### src/rtl/if_prefetch_queue.sv
// Instruction-fetch stage that streams sequential fetches into a DEPTH-entry
// prefetch queue; decode drains {pc, instr} through a valid/ready handshake.
module if_prefetch_queue #(
  parameter int XLEN = 32,
  parameter int ILEN = 32,
  parameter int DEPTH = 4,
  parameter logic [XLEN-1:0] RESET_PC = '0,
  parameter int PC_STEP = 4
) (
  input  logic                         clk,
  input  logic                         rst,
  input  logic                         redirect_valid,
  input  logic [XLEN-1:0]              redirect_pc,
  output logic                         imem_req,
  output logic [XLEN-1:0]              imem_addr,
  input  logic [ILEN-1:0]              imem_rdata,
  input  logic                         id_ready,
  output logic                         if_valid,
  output logic [ILEN-1:0]              if_instr,
  output logic [XLEN-1:0]              if_pc,
  output logic [$clog2(DEPTH+1)-1:0]   q_count
);

  localparam int PW = $clog2(DEPTH);
  localparam int CW = $clog2(DEPTH+1);

  typedef struct packed {
    logic [XLEN-1:0] pc;
    logic [ILEN-1:0] instr;
  } entry_t;

  entry_t          queue [DEPTH];
  logic [PW-1:0]   wrPtr, rdPtr;
  logic [CW-1:0]   count;
  logic [XLEN-1:0] pc, issuedPc;
  logic            inflight;
  logic [CW:0]     reserved;
  logic            push, pop;

  // A slot is reserved at issue time, so the response always finds room.
  assign reserved  = {1'b0, count} + (CW+1)'(inflight);
  assign imem_req  = !rst && !redirect_valid && (reserved < (CW+1)'(DEPTH));
  assign imem_addr = pc;
  assign push      = inflight && !redirect_valid;
  assign pop       = if_valid && id_ready && !redirect_valid;
  assign q_count   = count;

  // NOTE: every output of an always_comb gets a default first so no latch is inferred.
  always_comb begin
    if_valid = 1'b0;
    if_instr = '0;
    if_pc    = '0;
    if (count != '0) begin
      if_valid = 1'b1;
      if_instr = queue[rdPtr].instr;
      if_pc    = queue[rdPtr].pc;
    end
  end

  // NOTE: sequential state uses non-blocking assignments so all registers update together.
  always_ff @(posedge clk) begin
    if (rst) begin
      pc       <= RESET_PC;
      issuedPc <= '0;
      inflight <= 1'b0;
      count    <= '0;
      wrPtr    <= '0;
      rdPtr    <= '0;
    end else if (redirect_valid) begin
      pc       <= redirect_pc;
      inflight <= 1'b0;
      count    <= '0;
      wrPtr    <= '0;
      rdPtr    <= '0;
    end else begin
      inflight <= imem_req;
      if (imem_req) begin
        pc       <= pc + XLEN'(PC_STEP);
        issuedPc <= pc;
      end
      if (push) wrPtr <= wrPtr + PW'(1);
      if (pop)  rdPtr <= rdPtr + PW'(1);
      case ({push, pop})
        2'b10:   count <= count + CW'(1);
        2'b01:   count <= count - CW'(1);
        default: count <= count;
      endcase
    end
  end

  // NOTE: queue storage is not reset; count and pointers alone decide what is visible.
  always_ff @(posedge clk) begin
    if (!rst && push) queue[wrPtr] <= '{pc: issuedPc, instr: imem_rdata};
  end

endmodule

### config.mk
export PLATFORM = sky130hd
export DESIGN_NAME = if_prefetch_queue
export DESIGN_NICKNAME = d
export VERILOG_FILES = /design/src/rtl/if_prefetch_queue.sv
export SDC_FILE = /design/constraint.sdc
export NUM_CORES = 1
export LEC_CHECK = 0
export ABC_AREA = 1
export ABC_CLOCK_PERIOD_IN_PS = 9300
export BUFFER_PORTS_ARGS = -buffer_cell sky130_fd_sc_hd__buf_2
export CAP_MARGIN = 20
export CELL_PAD_IN_SITES_DETAIL_PLACEMENT = 1
export CELL_PAD_IN_SITES_GLOBAL_PLACEMENT = 2
export CORE_UTILIZATION = 40
export DETAILED_ROUTE_END_ITERATION = 8
export PLACE_DENSITY_LB_ADDON = 0.1
export SETUP_SLACK_MARGIN = 0.05
export SYNTH_ARGS = -nofsm -noshare
export SYNTH_HDL_FRONTEND = slang
export SYNTH_SLANG_ARGS = --single-unit
### constraint.sdc
create_clock -name clk -period 9.3 [get_ports clk]
set_input_delay 1.86 -clock clk [delete_from_list [all_inputs] [get_ports clk]]
set_output_delay 1.86 -clock clk [all_outputs]
set_load 0.03 [all_outputs]
=== Yosys cells after proc, flatten, opt, wreduce, memory -nomap -nowiden ===
Memory sizes are Yosys's and may differ from the RTL's. A register that Yosys moved wholly into a read port is not among the register bits.
Index checks and enable logic that the tools add are counted.

* Flip-flop bits (word level): 72
* Bits of input ports: 68
* Bits in writable memories: 256
* Word-level logic and storage cells: 40
* Memories kept: 1
* Output and inout bits: 101

* Bitwise operators: 1
* Muxes and demuxes: 10
* Eq/ne operators: 2
* Order comparisons: 1
* Add/subtract/negate cells: 6
* Reductions and logical operators: 13

{| class="wikitable"
|+ Memory list
! name !! depth !! bits a word !! rd ports !! clocked after Yosys merged registers in !! wr ports !! line !! source
|-
| queue || 4 || 64 || 1 || 1 || 1 || 32 || <nowiki>entry_t queue [DEPTH];</nowiki>
|}

{| class="wikitable"
|+ Operators by type and width
! cell !! number
|-
| 32-bit two-way mux || 4
|-
| 32-bit by 3-bit adder with 32-bit output (second input constant) || 1
|-
| 1-bit logical AND || 6
|-
| 3-bit one-hot mux with 2 select lines || 1
|-
| 2-bit by 1-bit adder with 2-bit output (second input constant) || 2
|-
| 3-bit by 1-bit adder with 4-bit output || 1
|-
| 4-bit by 3-bit less-than comparator with 1-bit output (second input constant) || 1
|-
| 2-bit two-way mux || 2
|-
| 2-bit nonzero test || 2
|-
| 3-bit by 1-bit adder with 3-bit output (second input constant) || 1
|-
| 1-bit two-way mux || 3
|-
| 3-bit nonzero test || 1
|-
| 3-bit by 1-bit subtractor with 3-bit output (second input constant) || 1
|-
| 2-bit by 1-bit == test with 1-bit output (second input constant) || 1
|-
| 2-bit == test (second input constant) || 1
|-
| 1-bit logical NOT || 2
|-
| 2-bit AND reduction || 1
|-
| 2-bit OR reduction || 1
|-
| 1-bit NOT || 1
|}

=== Longest topological paths before layout ===
Gate-level depths: netlist (run 1).

* Word-level depth: 6
* Gate-level depth with buffers: 11
* Mapped depth without buffers: 10

=== Worst setup path before layout (run 1) ===
Ideal clock, no wire load.

* Path type: in2reg
* Start: in rst
* End: mem queue[0][0] (netlist bit) (enable)
* Data required time: 8.814 ns
* Setup slack: 3.860 ns
* Arrival time: 4.954 ns
* Stages: 4
* Buffers on the path: 1
* Library setup time: 0.486 ns
* Path through: buf_2 nor2_8 nand2_1 nor2_1

* Cells in the longest elaborated chain, start to end: 4

{| class="wikitable"
|+ Ends and longest elaborated chain
! item !! line !! source
|-
| start: declaration || 11 || <nowiki>input logic rst,</nowiki>
|-
| 1-bit logical NOT || 93 || <nowiki>if (!rst && push) queue[wrPtr] <= '{pc: issuedPc, instr: imem_rdata};</nowiki>
|-
| 1-bit logical AND || 93 ||
|-
| 1-bit two-way mux || 93 ||
|-
| 1-bit two-way mux (implied by the code) || 93 ||
|-
| end: declaration || 32 ||
|}

No other way between the ends.

=== Worst setup path after layout (run 1) ===
* Start: in rst
* End: out imem_req

* Cells in the longest elaborated chain, start to end: 3

{| class="wikitable"
|+ Ends and longest elaborated chain
! item !! line !! source
|-
| 1-bit logical NOT || 42 || <nowiki>assign imem_req = !rst && !redirect_valid && (reserved < (CW+1)'(DEPTH));</nowiki>
|-
| 1-bit logical AND (2 in series) || 42 ||
|-
| end: declaration || 14 || <nowiki>output logic imem_req,</nowiki>
|}

No other way between the ends.

==> impl_metrics.toml, run 1 <==
[clock_network]
cts_repair_resize_count = 0
numCtsBuffers = 37
cts_root_buf = "clkbuf_16"
clock_latency_ns = 0.52
hold_buffers = 0
clkTransAtPathRegs_ns = 0.06
clock_path_buffers = 3
clock-sinks = 330
cts_tree = "done"
h-tree-depth = 2
cts_setup_buffers = 0

[detailed_routing]
antenna_left = 0
drt_iter0_markers = 438
viasPerCell = 5.05
met3WireLength_um = 1210
routed-wl-met2_um = 16700
met1Wirelength_um = 16600
dr.pass1.iters = 4
route.vias.total = 9977
wl_um = 35200
drc = 0
top_layer = "met4"
wl_per_cell_um = 17.8

[global_route]
antenna_found_initial = 0
grt_use_total = 0.201
first_global_vias = 10000
grt_pass1_wl_um = 55200
overflow = 0
grt_max_degree = 107

[synth]
synth_most_common_cell = "nor2_1"
synth_nets = 1430
synth_top_area_frac = 0.557
synthCells = 1355
ys_async_sr_fraction = 0
synth.ff_latch_count = 330
synth_cell_types = 34
synth_area_per_cell_um2 = 10.2
netlist_top_cells_area = "edfxtp_1, dfxtp_1, nor2_1, o21ai_0, nand2_1"
synth-seq-area-share = 0.664
ys.flop_type = "edfxtp_1"
synthTopCellsByCount = "nor2_1, edfxtp_1, o21ai_0"
yosysWarnings = 0
synth_edf_count = 256
yosys.area.top_type = "edfxtp_1"
syn_area_um2 = 13800

[worst_setup_path]
path_max_fanout = 55
r2r_start = "q_count[2]$_SDFFE_PP0P_"
r2r_setup_slack_ns = 6.88
critPathRequiredTime_ns = 7.44
crit_path_start_kind = "input pin"
cp-end-kind = "primary output"
r2r-end = "q_count[2]$_SDFFE_PP0P_"
reg2regPathDepth = 10
crit_start = "rst"
crit_type = "input pin to primary output"
cp.arrival_ns = 3.59

[place]
portBuffers = 168
gp_congestion = 0.799
dpl_cell_area_um2 = 15000
dp_hpwl_um = 21000

[final_layout]
nets = 1576
fillCellCount = 3795
fin_area_um2 = 16200
syn_to_final_growth_pct = 17.6
drive_gt1_frac = 0.177
n_antenna_cell = 0

[floorplan]
num_rows = 67
die_w_um = 188
dieArea_um2 = 35300
core_um2 = 33800
ios = 169
initial_core_util = 0.409
die_h_um = 188

[timing]
max_freq_mhz = 184
fin_skew_ns = 0.0246
fin_setup_tns_ns = 0
rsz0062_at_grt = "false"
hold_slack_ns = 0.498
final_max_slew_viol_count = 0
slew_headroom = 0.286
hold_viol = 0
fin_crit_sh = 0.586
setup_violations = 0
worst_pin_slew_ns = 1.07
min_period_ns = 5.45

[job]
maxCapViolCount = 0

[pwr]
ir_drop_v = 0.000138
power.leakage_nw = 6.19
pwr_density_cell_nw_per_um2 = 203

[hold_path]
hp-class = "flop to flop"
hold_depth = 2
min-delay-start = "rdPtr[1]$_SDFFE_PP0P_"

[outcome]
status = "complete, no violations"
## logic make-up (layout without fill, tap and decap cells)
logic type               count (synthesis)  count (layout)  synth area share
AO/OA/AOI/OAI                          260             260            0.0994
adder cells (fa/ha/maj)                  7               7           0.00689
AND/OR/NAND/NOR                        604             604             0.179
flip-flops                             330             330             0.664
XOR/XNOR                                 6               6           0.00381
buffers and inverters                  148             321            0.0466
## state kept, by name, summed over array words and instances, names as in the netlist, named ones only
name and flops:
imem_addr 32, inflight 1, issuedPc 32, q_count 3, queue 256, rdPtr 2
wrPtr 2
## final cells by class
| type | instances | area [µm²] | share of cell area |
|---|---|---|---|
| Sequential cell | 330 | 9170 | 0.565 |
| Multi-Input combinational cell | 877 | 4030 | 0.248 |
| Clock buffer | 44 | 1010 | 0.0625 |
| Timing Repair Buffer | 178 | 916 | 0.0564 |
| Tap cell | 448 | 561 | 0.0345 |
| Inverter | 77 | 292 | 0.0180 |
| Clock inverter | 22 | 246 | 0.0152 |
## worst max-delay path: stages
cell and delay, ns:
buf_2 0.10, buf_4 0.28, nor2_8 0.23, nand2_2 0.13
nor2_8 0.63, buf_2 0.33
## cell usage in the layout (no fill, tap or decap), drive strengths merged
cell        n
nor2      383
edfxtp    256
buf       178
o21ai     158
nand2     145
a21oi      87
inv        77
dfxtp      74
clkbuf     44
nand3      41
nor3       20
clkinv     16
nand3b      9
a211oi      7
xor2        6
ha          6
bufinv      4
and2        3
o211ai      3
a21boi      3
nand4       2
clkinvlp    2
or2         1
a31oi       1
a22oi       1
fa          1
## layer usage
layer,vias up,GRT usage
met5,-,0
met4,0,0.0563
met3,52,0.0279
met2,181,0.340
met1,4850,0.269
li1,4894,-
## stage by stage
step                      power (mW)  cells  utilization  setup WS (ns)
after floorplan                 1.78   1355            -           3.86
after global placement          1.85   1910        0.443           3.86
after detailed placement        1.86   1910        0.443           3.83
after CTS                       3.35   1976        0.481           3.82
after global routing            3.42   1976        0.481           3.71
final                           3.30   1976        0.481           3.85
## report_power, final
| part | internal [mW] | switching (mW) | leakage [nW] |
|---|---|---|---|
| clock | 0.898 | 0.580 | 0.614 |
| combinational | 0.0527 | 0.126 | 2.60 |
| sequential | 1.61 | 0.0305 | 2.97 |
| total | 2.56 | 0.737 | 6.19 |
## worst max-delay path by stage
stage,to,slack [ns]
after CTS,imem_req,3.82
after floorplan,queue[0][0]$_DFFE_PP_,3.86
after detailed placement,imem_req,3.83
after global placement,imem_req,3.86
final,imem_req,3.85
after global routing,imem_req,3.71
No activity file was read; power rests on OpenSTA's default activity.
==> run 2: changes to the inputs <==
--- a/config.mk
+++ b/config.mk
@@ -6,12 +6,12 @@
 export NUM_CORES = 1
 export LEC_CHECK = 0
 export ABC_AREA = 1
-export ABC_CLOCK_PERIOD_IN_PS = 9300
+export ABC_CLOCK_PERIOD_IN_PS = 5600
 export BUFFER_PORTS_ARGS = -buffer_cell sky130_fd_sc_hd__buf_2
 export CAP_MARGIN = 20
 export CELL_PAD_IN_SITES_DETAIL_PLACEMENT = 1
 export CELL_PAD_IN_SITES_GLOBAL_PLACEMENT = 2
-export CORE_UTILIZATION = 40
+export CORE_UTILIZATION = 37
 export DETAILED_ROUTE_END_ITERATION = 8
 export PLACE_DENSITY_LB_ADDON = 0.1
 export SETUP_SLACK_MARGIN = 0.05
==> constraint.sdc (replaced) <==
create_clock -name clk -period 5.6 [get_ports clk]
set_input_delay 1.12 -clock clk [delete_from_list [all_inputs] [get_ports clk]]
set_output_delay 1.12 -clock clk [all_outputs]
set_load 0.03 [all_outputs]
==> run 2 against run 1 <==
Effect of this change: clock skew shrank 0.0077 ns; sequential share of layout area shrank 0.074 points; largest cell class unchanged; worst setup slack lost 2.3 ns; register-to-register slack lost 3.7 ns; largest power group unchanged; critical path type is now flop to primary output.
==> impl_metrics.toml, run 2 (synthesis results as in run 1) <==
[final_layout]
n_antenna_cell = 0
fin_area_um2 = 16300
regMostFlops = "queue"
fin_util = 0.443
final_common_cell = "nor2_1"
nets = 1580
drive_gt1_frac = 0.178
most-common-layout-cells = "nor2_1, edfxtp_1, buf_2"
largest_reg_flops = 256
syn_to_final_growth_pct = 17.7
final-instance-count-excl-fill = 2000

[detailed_routing]
wl_per_cell_um = 18.4
drc = 0
route.vias.total = 9882
drt_iter0_markers = 461
wl_um = 36800
viasPerCell = 4.94
antenna_left = 0
dr.pass1.iters = 4

[clock_network]
cts_repair_resize_count = 0
clock_path_buffers = 3
hold_buffers = 0
clock_latency_ns = 0.52
numCtsBuffers = 37
cts_tree = "done"
clkTransAtPathRegs_ns = 0.05
clock-sinks = 330
cts_setup_buffers = 0
h-tree-depth = 2
cts_root_buf = "clkbuf_16"

[global_route]
overflow = 0
grt_use_total = 0.195
first_global_vias = 10300
grt_pass1_wl_um = 57700
grt_max_degree = 79
antenna_found_initial = 0

[timing]
fin_ws_ns = 1.59
fin_skew_ns = 0.0170
slew_headroom = 0.314
min_period_ns = 4.01
fin_crit_sh = 0.716
max_freq_mhz = 249
rsz0062_at_grt = "false"
hold_viol = 0
worst_pin_slew_ns = 1.03
final_max_slew_viol_count = 0
setup_violations = 0
fin_setup_tns_ns = 0

[job]
maxCapViolCount = 0

[floorplan]
ios = 169
core_um2 = 36700
num_rows = 70
dieArea_um2 = 38100
die_h_um = 195
initial_core_util = 0.376
die_w_um = 195

[worst_setup_path]
crit_chain = "buf_4, nor2_1, nor2_1, o21ai_0, a21oi_1, buf_2"
cp.arrival_ns = 2.89
cpPeakStageDelay_ns = 0.85
crit_type = "flop to primary output"
crit_path_start_kind = "flop"
slowest_stage = "dfxtp_4"
cpMostUsedCell = "nor2_1"
critPathRequiredTime_ns = 4.48
cp-end-kind = "primary output"
path_max_fanout = 69

[pwr]
combPwrFrac = 0.055
p_clk_frac = 0.443
power_frac_seq = 0.502
power_switching_share = 0.221
pwr_density_cell_nw_per_um2 = 335
power_switching_mw = 1.20
ir_drop_v = 0.000175
p_int_mw = 4.24
power.leakage_nw = 6.19

[place]
portBuffers = 168
dp_slack_ns = 1.92
dp_cells = 1934
dp_hpwl_um = 22600
gp_congestion = 0.792
dpl_cell_area_um2 = 15000

[hold_path]
hp-class = "flop to flop"

[outcome]
status = "complete, no violations"
run 2: routing by layer:
layer	global-route usage	wire [µm]	up-vias	part of all wire
met5	0	0	-	0
met4	0.0490	689	0	0.019
met3	0.0295	1220	46	0.033
met2	0.328	17600	180	0.48
met1	0.262	17300	4774	0.47
li1	-	-	4882	-
run 2: power by group through the flow:
stage                     clock [mW]  combinational (mW)  sequential [mW]
after detailed placement           0               0.304             2.78
after CTS                       2.49               0.306             2.73
final                           2.41               0.300             2.73
after global placement             0               0.300             2.78
after floorplan                    0               0.171             2.79
after global routing            2.58               0.335             2.74
run 2: critical path: cells and delay by family, from the launching register on:
family	cells	cell delay (ns)
buffers and inverters	2	0.93
AND/OR/NAND/NOR	2	0.21
flip-flops	1	0.85
AO/OA/AOI/OAI	2	0.35
run 2: stage by stage:
step	hold slack, ns	total power [mW]
floorplan	0.436	2.96
global placement	0.463	3.08
detailed placement	0.481	3.09
CTS	0.500	5.53
global route	0.523	5.65
finish	0.487	5.44
run 2: cell type report:
cell class / count / area (µm²)
flip-flops and latches: 330 / 9170
repair buffers: 182 / 958
clock buffers: 45 / 976
multi-input cells: 877 / 4030
inverters: 77 / 292
fillers: 4131 / 20400
clock inverters: 21 / 239
well taps: 468 / 586
run 2: path summary, 6_finish.rpt:
kind | from | endpoint | slack [ns] | depth (start not counted)
worst max register to register | q_count[2]$_SDFFE_PP0P_ | q_count[2]$_SDFFE_PP0P_ | 3.19 | 10
worst min-delay path | rdPtr[1]$_SDFFE_PP0P_ | flop | 0.49 | 2
worst max-delay path | flop | if_instr[9] | 1.59 | 6
worst min register to register | rdPtr[1]$_SDFFE_PP0P_ | flop | 0.49 | 2
==> run 3: changes to the inputs <==
--- a/config.mk
+++ b/config.mk
@@ -6,7 +6,7 @@
 export NUM_CORES = 1
 export LEC_CHECK = 0
 export ABC_AREA = 1
-export ABC_CLOCK_PERIOD_IN_PS = 5600
+export ABC_CLOCK_PERIOD_IN_PS = 4100
 export BUFFER_PORTS_ARGS = -buffer_cell sky130_fd_sc_hd__buf_2
 export CAP_MARGIN = 20
 export CELL_PAD_IN_SITES_DETAIL_PLACEMENT = 1
==> constraint.sdc (replaced) <==
create_clock -name clk -period 4.1 [get_ports clk]
set_input_delay 0.82 -clock clk [delete_from_list [all_inputs] [get_ports clk]]
set_output_delay 0.82 -clock clk [all_outputs]
set_load 0.03 [all_outputs]
==> run 3 against run 2 <==
Effect of this change: critical path depth fell by 1; count of clock-buffer cells in the layout fell by 2; clock skew fell by 0.0064 ns; global-route usage fell by 0.18 points; core utilization fell by 0.085 points; register-to-register slack got worse by 1.2 ns; design area fell by 0.19%; critical path type unchanged; largest power group unchanged.
==> impl_metrics.toml, run 3 (synthesis results as in run 1) <==
[outcome]
status = "complete, no violations"

[detailed_routing]
wl_per_cell_um = 18.1
antenna_left = 0
drt_iter0_markers = 442
wl_um = 36200
dr.pass1.iters = 5
viasPerCell = 4.96
route.vias.total = 9916
drc = 0

[clock_network]
cts_root_buf = "clkbuf_16"
h-tree-depth = 2
cts_setup_buffers = 0
clkTransAtPathRegs_ns = 0.05
hold_buffers = 0
clock-sinks = 330
clock_latency_ns = 0.51
clock_path_buffers = 3
cts_tree = "done"
numCtsBuffers = 37
cts_repair_resize_count = 0

[global_route]
antenna_found_initial = 0
overflow = 0
grt_use_total = 0.193
grt_max_degree = 89
grt_pass1_wl_um = 57300
first_global_vias = 10100

[timing]
rsz0062_at_grt = "false"
fin_ws_ns = 0.734
min_period_ns = 3.37
final_max_slew_viol_count = 0
setup_violations = 0
worst_pin_slew_ns = 0.948
fin_skew_ns = 0.0106
slew_headroom = 0.367
hold_viol = 0
max_freq_mhz = 297
fin_crit_sh = 0.821

[floorplan]
dieArea_um2 = 38100
die_h_um = 195
core_um2 = 36700
ios = 169
initial_core_util = 0.376
die_w_um = 195
num_rows = 70

[place]
gp_congestion = 0.768
portBuffers = 168
dpl_cell_area_um2 = 15100
dp_hpwl_um = 22500
dp_slack_ns = 1.20

[worst_setup_path]
crit_type = "flop to primary output"
slowest_stage = "dfxtp_4"
crit_chain = "clkinv_2, buf_12, o21ai_0, a21oi_1, buf_2"
path_max_fanout = 74
cp-end-kind = "primary output"
cp.arrival_ns = 2.55
critPathRequiredTime_ns = 3.28
crit_path_start_kind = "flop"
cpPeakStageDelay_ns = 0.67

[pwr]
pwr_density_cell_nw_per_um2 = 443
power.leakage_nw = 6.15
ir_drop_v = 0.000246

[final_layout]
n_antenna_cell = 0
drive_gt1_frac = 0.173
syn_to_final_growth_pct = 17.5
regMostFlops = "queue"
final_common_cell = "nor2_1"
most-common-layout-cells = "nor2_1, edfxtp_1, buf_2"
nets = 1581
largest_reg_flops = 256
fin_area_um2 = 16200

[job]
maxCapViolCount = 0

[hold_path]
hp-class = "flop to flop"
[run 3: cell count changes in the layout (fill, tap and decap cells not counted), moves of 3 or more]
cell / change
bufinv_16: -3
buf_4: -5
clkinv_1: +7
buf_12: +6
clkinv_2: -5
[run 3: worst max-delay path: cells and delay by family (launching register included)]
family	cells	cell delay, ns
buffers and inverters	3	0.92
AOI/OAI and AO/OA	2	0.41
DFF	1	0.67
[run 3: area by class of cell]
class,instances,area [µm²]
Multi-Input combinational cell,877,4030
Clock buffer,43,948
Timing Repair Buffer,183,1040
Fill cell,4096,20500
Clock inverter,21,154
Sequential cell,330,9170
Tap cell,468,586
Inverter,77,290
[run 3: worst paths after layout]
kind	start	end	slack (ns)	cells past startpoint
min reg2reg	rdPtr[1]$_SDFFE_PP0P_	flop	0.48	2
min	rdPtr[1]$_SDFFE_PP0P_	flop	0.48	2
max	flop	if_pc[29]	0.73	5
max reg2reg	q_count[2]$_SDFFE_PP0P_	q_count[2]$_SDFFE_PP0P_	1.97	10
[run 3: metal layers]
metal  wire, µm  vias up  share of wire  GRT usage
li1           -     4884              -          -
met1      17300     4783           0.48      0.268
met2      16700      201           0.46      0.315
met3       1500       48          0.041     0.0285
met4        726        0          0.020     0.0496
met5          0        -              0          0
[run 3: where the power goes]
part,internal [mW],switching [mW],total [mW]
Combinational,0.125,0.292,0.417
Clock,1.78,1.27,3.05
Sequential,3.66,0.0698,3.73
Total,5.56,1.63,7.19
[run 3: metrics by stage]
step	instances	total power, mW	setup TNS, ns	utilization	hold slack, ns
6_report	1999	7.19	0	0.442	0.479
5_1_grt	1999	7.47	0	0.442	0.515
4_1_cts	1999	7.29	0	0.442	0.473
3_5_place_dp	1935	4.22	0	0.412	0.471
3_3_place_gp	1935	4.22	0	0.412	0.470
2_1_floorplan	1355	4.05	-76.79	-	0.436
